--- src/rtl/inv_mix_columns_seq_pkg.sv ---
// Shared AES definitions for the iterative (Inv)MixColumns engine.
// Holds the GF(2^8) reduction constant, the column coefficients, the FSM
// state type, the state/column typedefs and the GF(2^8) multiply helpers.
// Optional feature macro used by the users of this package: INV_MIX_COLUMNS_FWD_EN.
package inv_mix_columns_seq_pkg;

    localparam logic [7:0] GF_RED    = 8'h1b;
    localparam logic [7:0] COEF_0E   = 8'h0e;
    localparam logic [7:0] COEF_0B   = 8'h0b;
    localparam logic [7:0] COEF_0D   = 8'h0d;
    localparam logic [7:0] COEF_09   = 8'h09;
    localparam logic [7:0] COEF_02   = 8'h02;
    localparam logic [7:0] COEF_03   = 8'h03;
    localparam logic [7:0] COEF_01   = 8'h01;

    typedef enum logic [1:0] {
        IDLE = 2'd0,
        BUSY = 2'd1,
        DONE = 2'd2
    } state_t;

    typedef logic [127:0] aes_state_t;
    typedef logic [31:0]  aes_col_t;

    function automatic logic [7:0] xtime(input logic [7:0] a);
        return {a[6:0], 1'b0} ^ (a[7] ? GF_RED : 8'h00);
    endfunction

    // Shift-and-add multiply; with a constant k the unused branches fold away.
    function automatic logic [7:0] gf_mul(input logic [7:0] a, input logic [7:0] k);
        logic [7:0] acc;
        logic [7:0] p;
        acc = 8'h00;
        p   = a;
        for (int i = 0; i < 8; i++) begin
            if (k[i]) acc = acc ^ p;
            p = xtime(p);
        end
        return acc;
    endfunction

endpackage

--- src/rtl/inv_mix_columns_seq_column32.sv ---
// inv_mix_column32: combinational transform of one 32-bit AES column.
// Byte s0 (row 0) is the MSB byte. Default is InvMixColumns
// (0e/0b/0d/09 circulant); with INV_MIX_COLUMNS_FWD_EN defined, i_fwd=1
// selects forward MixColumns (02/03/01/01 in the same rotation).
// Ports:
//   i_col  [31:0]  input column
//   i_fwd          mode select (only with INV_MIX_COLUMNS_FWD_EN)
//   o_col  [31:0]  transformed column
module inv_mix_column32
    import inv_mix_columns_seq_pkg::*;
(
    input  logic [31:0] i_col,
`ifdef INV_MIX_COLUMNS_FWD_EN
    input  logic        i_fwd,
`endif
    output logic [31:0] o_col
);

    logic [7:0] w_s0, w_s1, w_s2, w_s3;
    logic [7:0] w_ka, w_kb, w_kc, w_kd;

    assign {w_s0, w_s1, w_s2, w_s3} = i_col;

    // w_ka..w_kd are the coefficients in the 0e/0b/0d/09 slots of row 0.
`ifdef INV_MIX_COLUMNS_FWD_EN
    assign w_ka = i_fwd ? COEF_02 : COEF_0E;
    assign w_kb = i_fwd ? COEF_03 : COEF_0B;
    assign w_kc = i_fwd ? COEF_01 : COEF_0D;
    assign w_kd = i_fwd ? COEF_01 : COEF_09;
`else
    assign w_ka = COEF_0E;
    assign w_kb = COEF_0B;
    assign w_kc = COEF_0D;
    assign w_kd = COEF_09;
`endif

    assign o_col[31:24] = gf_mul(w_s0, w_ka) ^ gf_mul(w_s1, w_kb) ^ gf_mul(w_s2, w_kc) ^ gf_mul(w_s3, w_kd);
    assign o_col[23:16] = gf_mul(w_s0, w_kd) ^ gf_mul(w_s1, w_ka) ^ gf_mul(w_s2, w_kb) ^ gf_mul(w_s3, w_kc);
    assign o_col[15:8]  = gf_mul(w_s0, w_kc) ^ gf_mul(w_s1, w_kd) ^ gf_mul(w_s2, w_ka) ^ gf_mul(w_s3, w_kb);
    assign o_col[7:0]   = gf_mul(w_s0, w_kb) ^ gf_mul(w_s1, w_kc) ^ gf_mul(w_s2, w_kd) ^ gf_mul(w_s3, w_ka);

endmodule

--- src/rtl/inv_mix_columns_seq.sv ---
// inv_mix_columns_seq: iterative AES InvMixColumns engine. Accepts a
// 128-bit state on a valid/ready handshake, transforms one column per
// clock through a single shared column datapath, and presents the result
// on a second valid/ready handshake.
// Optional feature: INV_MIX_COLUMNS_FWD_EN adds the fwd input, captured
// with data_in, which selects forward MixColumns for that operation.
// Ports:
//   clk, rst         clock, asynchronous active-high reset
//   in_valid/ready   input handshake, data_in[127:0] (column c at [127-32c -: 32])
//   fwd              forward-mode select (only with INV_MIX_COLUMNS_FWD_EN)
//   out_valid/ready  output handshake, data_out[127:0]
//
// state | meaning
// IDLE  | waiting for an input state, in_ready=1
// BUSY  | transforming column r_col_cnt, one column per cycle
// DONE  | result held on data_out with out_valid=1
module inv_mix_columns_seq
    import inv_mix_columns_seq_pkg::*;
(
    input  logic         clk,
    input  logic         rst,
    input  logic         in_valid,
    output logic         in_ready,
    input  logic [127:0] data_in,
`ifdef INV_MIX_COLUMNS_FWD_EN
    input  logic         fwd,
`endif
    output logic         out_valid,
    input  logic         out_ready,
    output logic [127:0] data_out
);

    state_t     r_state;
    state_t     w_next_state;
    logic [1:0] r_col_cnt;
    aes_state_t r_work;
    aes_col_t   w_col_in;
    aes_col_t   w_col_out;
    logic       w_load;
`ifdef INV_MIX_COLUMNS_FWD_EN
    logic       r_fwd;
`endif

    // A DONE-state handshake can hand straight over to a new input.
    assign in_ready  = (r_state == IDLE) || ((r_state == DONE) && out_ready);
    assign out_valid = (r_state == DONE);
    assign data_out  = r_work;
    assign w_load    = in_valid && in_ready;

    always_comb begin
        w_next_state = r_state;
        case (r_state)
            IDLE:    if (in_valid) w_next_state = BUSY;
            BUSY:    if (r_col_cnt == 2'd3) w_next_state = DONE;
            DONE:    if (out_ready) w_next_state = in_valid ? BUSY : IDLE;
            default: w_next_state = IDLE;
        endcase
    end

    always_comb begin
        w_col_in = r_work[127:96];
        case (r_col_cnt)
            2'd0: w_col_in = r_work[127:96];
            2'd1: w_col_in = r_work[95:64];
            2'd2: w_col_in = r_work[63:32];
            2'd3: w_col_in = r_work[31:0];
            default: w_col_in = r_work[127:96];
        endcase
    end

    inv_mix_column32 u_col (
        .i_col (w_col_in),
`ifdef INV_MIX_COLUMNS_FWD_EN
        .i_fwd (r_fwd),
`endif
        .o_col (w_col_out)
    );

    always_ff @(posedge clk or posedge rst) begin
        if (rst) begin
            r_state   <= IDLE;
            r_col_cnt <= 2'd0;
            r_work    <= '0;
`ifdef INV_MIX_COLUMNS_FWD_EN
            r_fwd     <= 1'b0;
`endif
        end else begin
            r_state <= w_next_state;
            if (w_load) begin
                r_work    <= data_in;
                r_col_cnt <= 2'd0;
`ifdef INV_MIX_COLUMNS_FWD_EN
                r_fwd     <= fwd;
`endif
            end else if (r_state == BUSY) begin
                // Counter wraps 3->0 as the FSM leaves BUSY.
                r_col_cnt <= r_col_cnt + 2'd1;
                case (r_col_cnt)
                    2'd0: r_work[127:96] <= w_col_out;
                    2'd1: r_work[95:64]  <= w_col_out;
                    2'd2: r_work[63:32]  <= w_col_out;
                    2'd3: r_work[31:0]   <= w_col_out;
                    default: r_work[127:96] <= w_col_out;
                endcase
            end
        end
    end

endmodule

--- config.mk ---
export PLATFORM = sky130hd
export DESIGN_NAME = inv_mix_columns_seq
export DESIGN_NICKNAME = d
export VERILOG_FILES = /design/src/rtl/inv_mix_columns_seq_pkg.sv /design/src/rtl/inv_mix_columns_seq_column32.sv /design/src/rtl/inv_mix_columns_seq.sv
export SDC_FILE = /design/constraint.sdc
export NUM_CORES = 1
export LEC_CHECK = 0
export ABC_AREA = 1
export CAP_MARGIN = 20
export CORE_MARGIN = 4
export CORE_UTILIZATION = 25
export CTS_BUF_LIST = sky130_fd_sc_hd__clkbuf_4 sky130_fd_sc_hd__clkbuf_8
export DETAILED_ROUTE_END_ITERATION = 8
export PLACE_DENSITY = 0.43
export SLEW_MARGIN = 20
export SYNTH_ARGS = -nofsm -noshare
export SYNTH_HDL_FRONTEND = slang
export SYNTH_HIERARCHICAL = 1
export SYNTH_SLANG_ARGS = --single-unit
--- constraint.sdc ---
create_clock -name clk -period 6.3 [get_ports clk]
set_clock_uncertainty 0.2 [all_clocks]
set_input_delay 1.26 -clock clk [delete_from_list [all_inputs] [get_ports clk]]
set_output_delay 1.26 -clock clk [all_outputs]
set_load 0.1 [all_outputs]
Yosys cells after proc, flatten, opt, wreduce, memory -nomap -nowiden
Index checks and enable logic that the tools add are counted.
- logic and storage cells: 108
- bits of input ports: 132
- output and inout bits: 130
- register bits after elaboration: 132
- $add $sub $neg: 1
- equality and inequality tests: 8
- reductions and logical operators: 15
- bitwise operators: 52
- mux-type cells: 26
- operators with widths (kind ; number):
    bitwise XOR 8 bit ; 52
    2-to-1 mux 128 bit ; 2
    2-to-1 mux 32 bit ; 4
    case mux 32 bit (4 select lines) ; 1
    2-to-1 mux 5 bit ; 12
    2-to-1 mux 2 bit ; 5
    nonzero test 2 bit ; 5
    AND reduction 2 bit ; 4
    == test 2 bit, second input constant ; 3
    case mux 2 bit (3 select lines) ; 1
    == test 2 x 1 -> 1 bit, second input constant ; 2
    logical NOT 2 bit ; 2
    != test 2 bit, second input constant ; 2
    AND reduction 3 bit ; 1
    adder 2 x 1 -> 2 bit, second input constant ; 1
    logical AND 1 bit ; 2
    != test 2 x 1 -> 1 bit, second input constant ; 1
    logical OR 1 bit ; 1
    2-to-1 mux 1 bit ; 1

Longest topological paths before layout
- word-level depth: 15
- gate-level depth with buffers: 26
- gate-level depth less buffers: 23

Cells and area by module
Netlist, hierarchy kept.
- modules (own cells, without submodules) (module ; cells each ; seq. area each (um^2) ; instances ; area an instance (um^2)):
    inv_mix_columns_seq ; 1046 ; 3303.2 ; 1 ; 7377.1
    inv_mix_column32 ; 778 ; 0.0 ; 1 ; 3938.8

Worst setup path after synthesis
No wires, ideal clock.
- path type: input to output
- start: input out_ready
- end: output in_ready
- buffers on the path: 2
- arrival: 2.401 ns
- slack: 2.439 ns
- cell stages on the path: 6
- data required time: 4.840 ns
- path through: inv_1 -> nand2_2 -> buf_2 -> buf_2 -> nand2_1 -> inv_1
- cells in the longest elaborated chain, start to end: 2
- ends and longest elaborated chain (what ; RTL line ; source):
    start: declaration ; inv_mix_columns_seq.sv:29 ; input logic out_ready,
    logical AND 1 bit ; inv_mix_columns_seq.sv:45 ; assign in_ready = (r_state == IDLE) || ((r_state == DONE) && out_ready);
    logical OR 1 bit ; inv_mix_columns_seq.sv:45 ;
    end: declaration ; inv_mix_columns_seq.sv:23 ; output logic in_ready,
No other way between the ends.

Worst setup path in the final report
- start: register r_col_cnt[0]
- end: register r_work[79] (netlist: data_out[79])
- cells in the longest elaborated chain, start to end: 12
- elaborated cells between the ends (all ways): 32
- those cells by class: 3 x eq/ne; 4 x mux; 22 x bitwise; 3 x reduce/logical
- ends and longest elaborated chain (what ; RTL line ; source):
    start: declaration ; inv_mix_columns_seq.sv:35 ; logic [1:0] r_col_cnt;
    start signal: assignment ; inv_mix_columns_seq.sv:97 ; r_col_cnt <= r_col_cnt + 2'd1;
    == test 2 bit (tied with other cells) ; inv_mix_columns_seq.sv:62 ; case (r_col_cnt)
    case mux 32 bit (4 select lines) * ; inv_mix_columns_seq.sv:62 ;
    named net w_col_in[29] ; inv_mix_columns_seq.sv:37 ; aes_col_t w_col_in;
    bitwise XOR 8 bit * (2 in series) ; inv_mix_columns_seq_pkg.sv:26 ; return {a[6:0], 1'b0} ^ (a[7] ? GF_RED : 8'h00);
    bitwise XOR 8 bit * ; -- ;
    bitwise XOR 8 bit * ; inv_mix_columns_seq_pkg.sv:36 ; if (k[i]) acc = acc ^ p;
    bitwise XOR 8 bit * (3 in series) ; inv_mix_columns_seq_column32.sv:39 ; assign o_col[15:8] = gf_mul(w_s0, w_kc) ^ gf_mul(w_s1, w_kd) ^ gf_mul(w_s2, w_ka) ^ gf_mul(w_s3, w_kb);
    named net w_col_out[15] ; inv_mix_columns_seq.sv:38 ; aes_col_t w_col_out;
    2-to-1 mux 32 bit * ; inv_mix_columns_seq.sv:98 ; case (r_col_cnt)
    2-to-1 mux 128 bit * ; inv_mix_columns_seq.sv:95 ; end else if (r_state == BUSY) begin
    2-to-1 mux 128 bit * ; inv_mix_columns_seq.sv:89 ; if (w_load) begin
    end signal: assignment ; inv_mix_columns_seq.sv:90 ; r_work <= data_in;
    end signal: assignment ; inv_mix_columns_seq.sv:100 ; 2'd1: r_work[95:64] <= w_col_out;
    end: declaration ; inv_mix_columns_seq.sv:36 ; aes_state_t r_work;
The timed path passes the listed nets; every way through them passes the cells marked *. The select of a mux whose other input is x is not followed.
A chain may end at the register's enable or synchronous reset.

==> impl_metrics.tcl <==
set metrics [dict create \
    postSynthAreaPerCell_um2 6.20 \
    wl_per_cell_um 21.6 \
    r2r_cells 18 \
    ctsHoldBuffers 0 \
    synth_edf_count 0 \
    drive_gt1_frac 0.0700 \
    syn_nets 1960 \
    status "finished, final reports clean" \
    synth_area_mm2 0.0113 \
    hold_class "reg -> reg" \
    synth_compound_area_frac 0.0332 \
    synth_xor_area_frac 0.105 \
    ys.flop_type "dfrtp_1" \
    fin_tns_setup_ps 0 \
    cap_viol_max_count 0 \
    cp-end-kind "flop" \
    grt_pass1_wl_um 82900 \
    grt_setup_unrepaired "false" \
    max-slew-margin-rel 0.236 \
    ys_seq_area_frac 0.292 \
    initial_core_util 0.254 \
    drt_first_pass_iters 6 \
    setup_viol 0 \
    synth_cell_types 30 \
    cts_resized 0 \
    yosys.area.top_type_share 0.292 \
    ios 262 \
    cp_max_fo 20 \
    clock_path_buffers 2 \
    pre_cts_slack_ps 1650 \
    grt_antenna_before_repair 2 \
    areaGrowthSynthToFinish_pct 30.7 \
    clock-sinks 132 \
    drtAntennaViolNets 0 \
    cp.arrival_ps 4930 \
    required_ps 6520 \
    post_cts_buffers 0 \
    rows 77 \
    synth_top_family_by_area "simple AND/OR/NAND/NOR gates" \
    syn_inst 1824 \
    routabilityCongestion 0.906 \
    grt_pass1_vias 12600 \
    ctsRootBufferMaster "clkbuf_8" \
    drtIter0Drc 1185 \
    period_needed_ps 4710 \
    die_w_um 221 \
    nets 2167 \
    grt_max_degree 110 \
    synth.largest_area_cell "dfrtp_1" \
    coreArea_mm2 0.0445 \
    dp_hpwl_um 43100 \
    clock_latency_ps 480 \
    setup_ws_ps 1590 \
    die_area_mm2 0.0487 \
    tightest_slew_ps 1140 \
    cts_buffers 17 \
    grt_overflow_total 0 \
    die_y_um 221 \
    ys_warn_count 6 \
    synthSimpleGateAreaFrac 0.480 \
    synth_area_leaders "dfrtp_1, nand2_1, nand3_1, xor2_1, xnor2_1" \
    cts_tree "done" \
    fillerInstances 4964 \
    path_clk_slew_ps 90 \
    cp-start-kind "flop" \
    drc 0 \
    hold_depth 2 \
    routed_wl_um 56800 \
    async_reset_ff_frac 1.00 \
    critPathKind "reg -> reg" \
    cts_max_level 4 \
    min_period_over_period 0.747 \
    hold_viol 0 \
    n_antenna_cell 0 \
    numPortBuffers 261 \
    ys_ff_latch 132 \
    synth-adder-area-share 0.00442 \
    report.final.slew_viol_count 0 \
    grt_usage 0.228 \
    synthMuxAreaShare 0 \
    max_freq_ghz 0.212 \
    vias_per_cell 4.91 \
    vias 12900 \
]
[cells in the mapped netlist, types with 2 or more instances]
| cell | count |
|---|---|
| inv_1 | 78 |
| a21oi_1 | 33 |
| inv_2 | 23 |
| nor2_2 | 2 |
| buf_2 | 54 |
| dfrtp_1 | 132 |
| inv_4 | 5 |
| xnor2_1 | 44 |
| nand2_1 | 812 |
| buf_4 | 10 |
| nand2_4 | 6 |
| nand3b_1 | 2 |
| xor2_2 | 5 |
| buf_6 | 7 |
| buf_1 | 6 |
| xor2_1 | 79 |
| nor2_1 | 40 |
| a31oi_1 | 32 |
| xnor2_2 | 2 |
| nand2_2 | 29 |
| ha_1 | 4 |
| clkbuf_1 | 27 |
| nand3_1 | 384 |
| or2_1 | 2 |
[logic make-up (layout without fill, tap and decap cells)]
family,count (synthesis),in the layout
and+or+nand+nor,1280,1280
buffers and inverters,211,430
DFF,132,132
xor gates and xnor gates,130,130
AOI/OAI and AO/OA,67,67
adders and majority gates,4,4
[per-layer routing]
layer	up-vias	track usage	wire length, um
met5	-	0	27
met1	6187	0.336	26800
li1	6216	-	-
met4	4	0.0535	1210
met2	478	0.341	24600
met3	62	0.0505	4190
[per-stage QoR]
stage	std cells	cell area [um2]	util	hold WS, ps
after floorplan	1824	11300	-	320
after global placement	2604	14400	0.323	319
after detailed placement	2604	14400	0.324	326
after CTS	2635	14800	0.332	350
after global routing	2635	14800	0.332	372
final	2635	14800	0.332	349
[state kept, by name, indices dropped and copies added, names as in the netlist]
register / cells
data_out: 128
r_col_cnt: 2
r_state: 2
[area by class of cell]
class | count | area (um2) | share of cell area
multi-input combinational | 1481 | 7080 | 0.479
sequential | 132 | 3300 | 0.223
timing repair buffer | 293 | 2860 | 0.194
tap | 592 | 741 | 0.0501
inverter | 106 | 415 | 0.0281
clock buffer | 17 | 234 | 0.0158
clock inverter | 14 | 153 | 0.0103
[critical path: stages (launching register included)]
cell and delay [ps]:
dfrtp_1 390, inv_1 90, ha_1 220, inv_1 640
buf_4 310, buf_4 180, nor2_1 50, a31oi_1 400
buf_4 290, inv_2 100, nand2_1 70, nand2_1 130
xor2_1 220, xor2_1 440, xor2_1 450, nand2_1 190
nand2_1 120, nand2_1 50, nand2_1 80
[final timing paths]
check | startpoint | end | slack [ps]
max in group asynchronous | rst | data_out[117] | 3540
min in group asynchronous | rst | data_out[10] | 1150
hold reg to reg | data_out[87] | data_out[87] | 350
hold / removal | data_out[87] | data_out[87] | 350
setup / recovery | r_col_cnt[0] | data_out[79] | 1590
setup reg to reg | r_col_cnt[0] | data_out[79] | 1590
[cells in the final DEF (no fill, tap or decap), drive strengths merged]
cell type	n
buf	33
nand3b	2
nand2	847
inv	110
clkinvlp	4
clkbuf	17
xor2	84
ha	4
a21oi	33
nand3	384
nor2	43
clkdlybuf4s50	260
dfrtp	132
bufinv	2
clkinv	4
a31oi	32
or2	3
nand2b	1
xnor2	46
o21ai	2
Power is left out: the tool's default activity adds up to more than one toggle a clock period on the data nets, which glitch-free logic cannot reach.
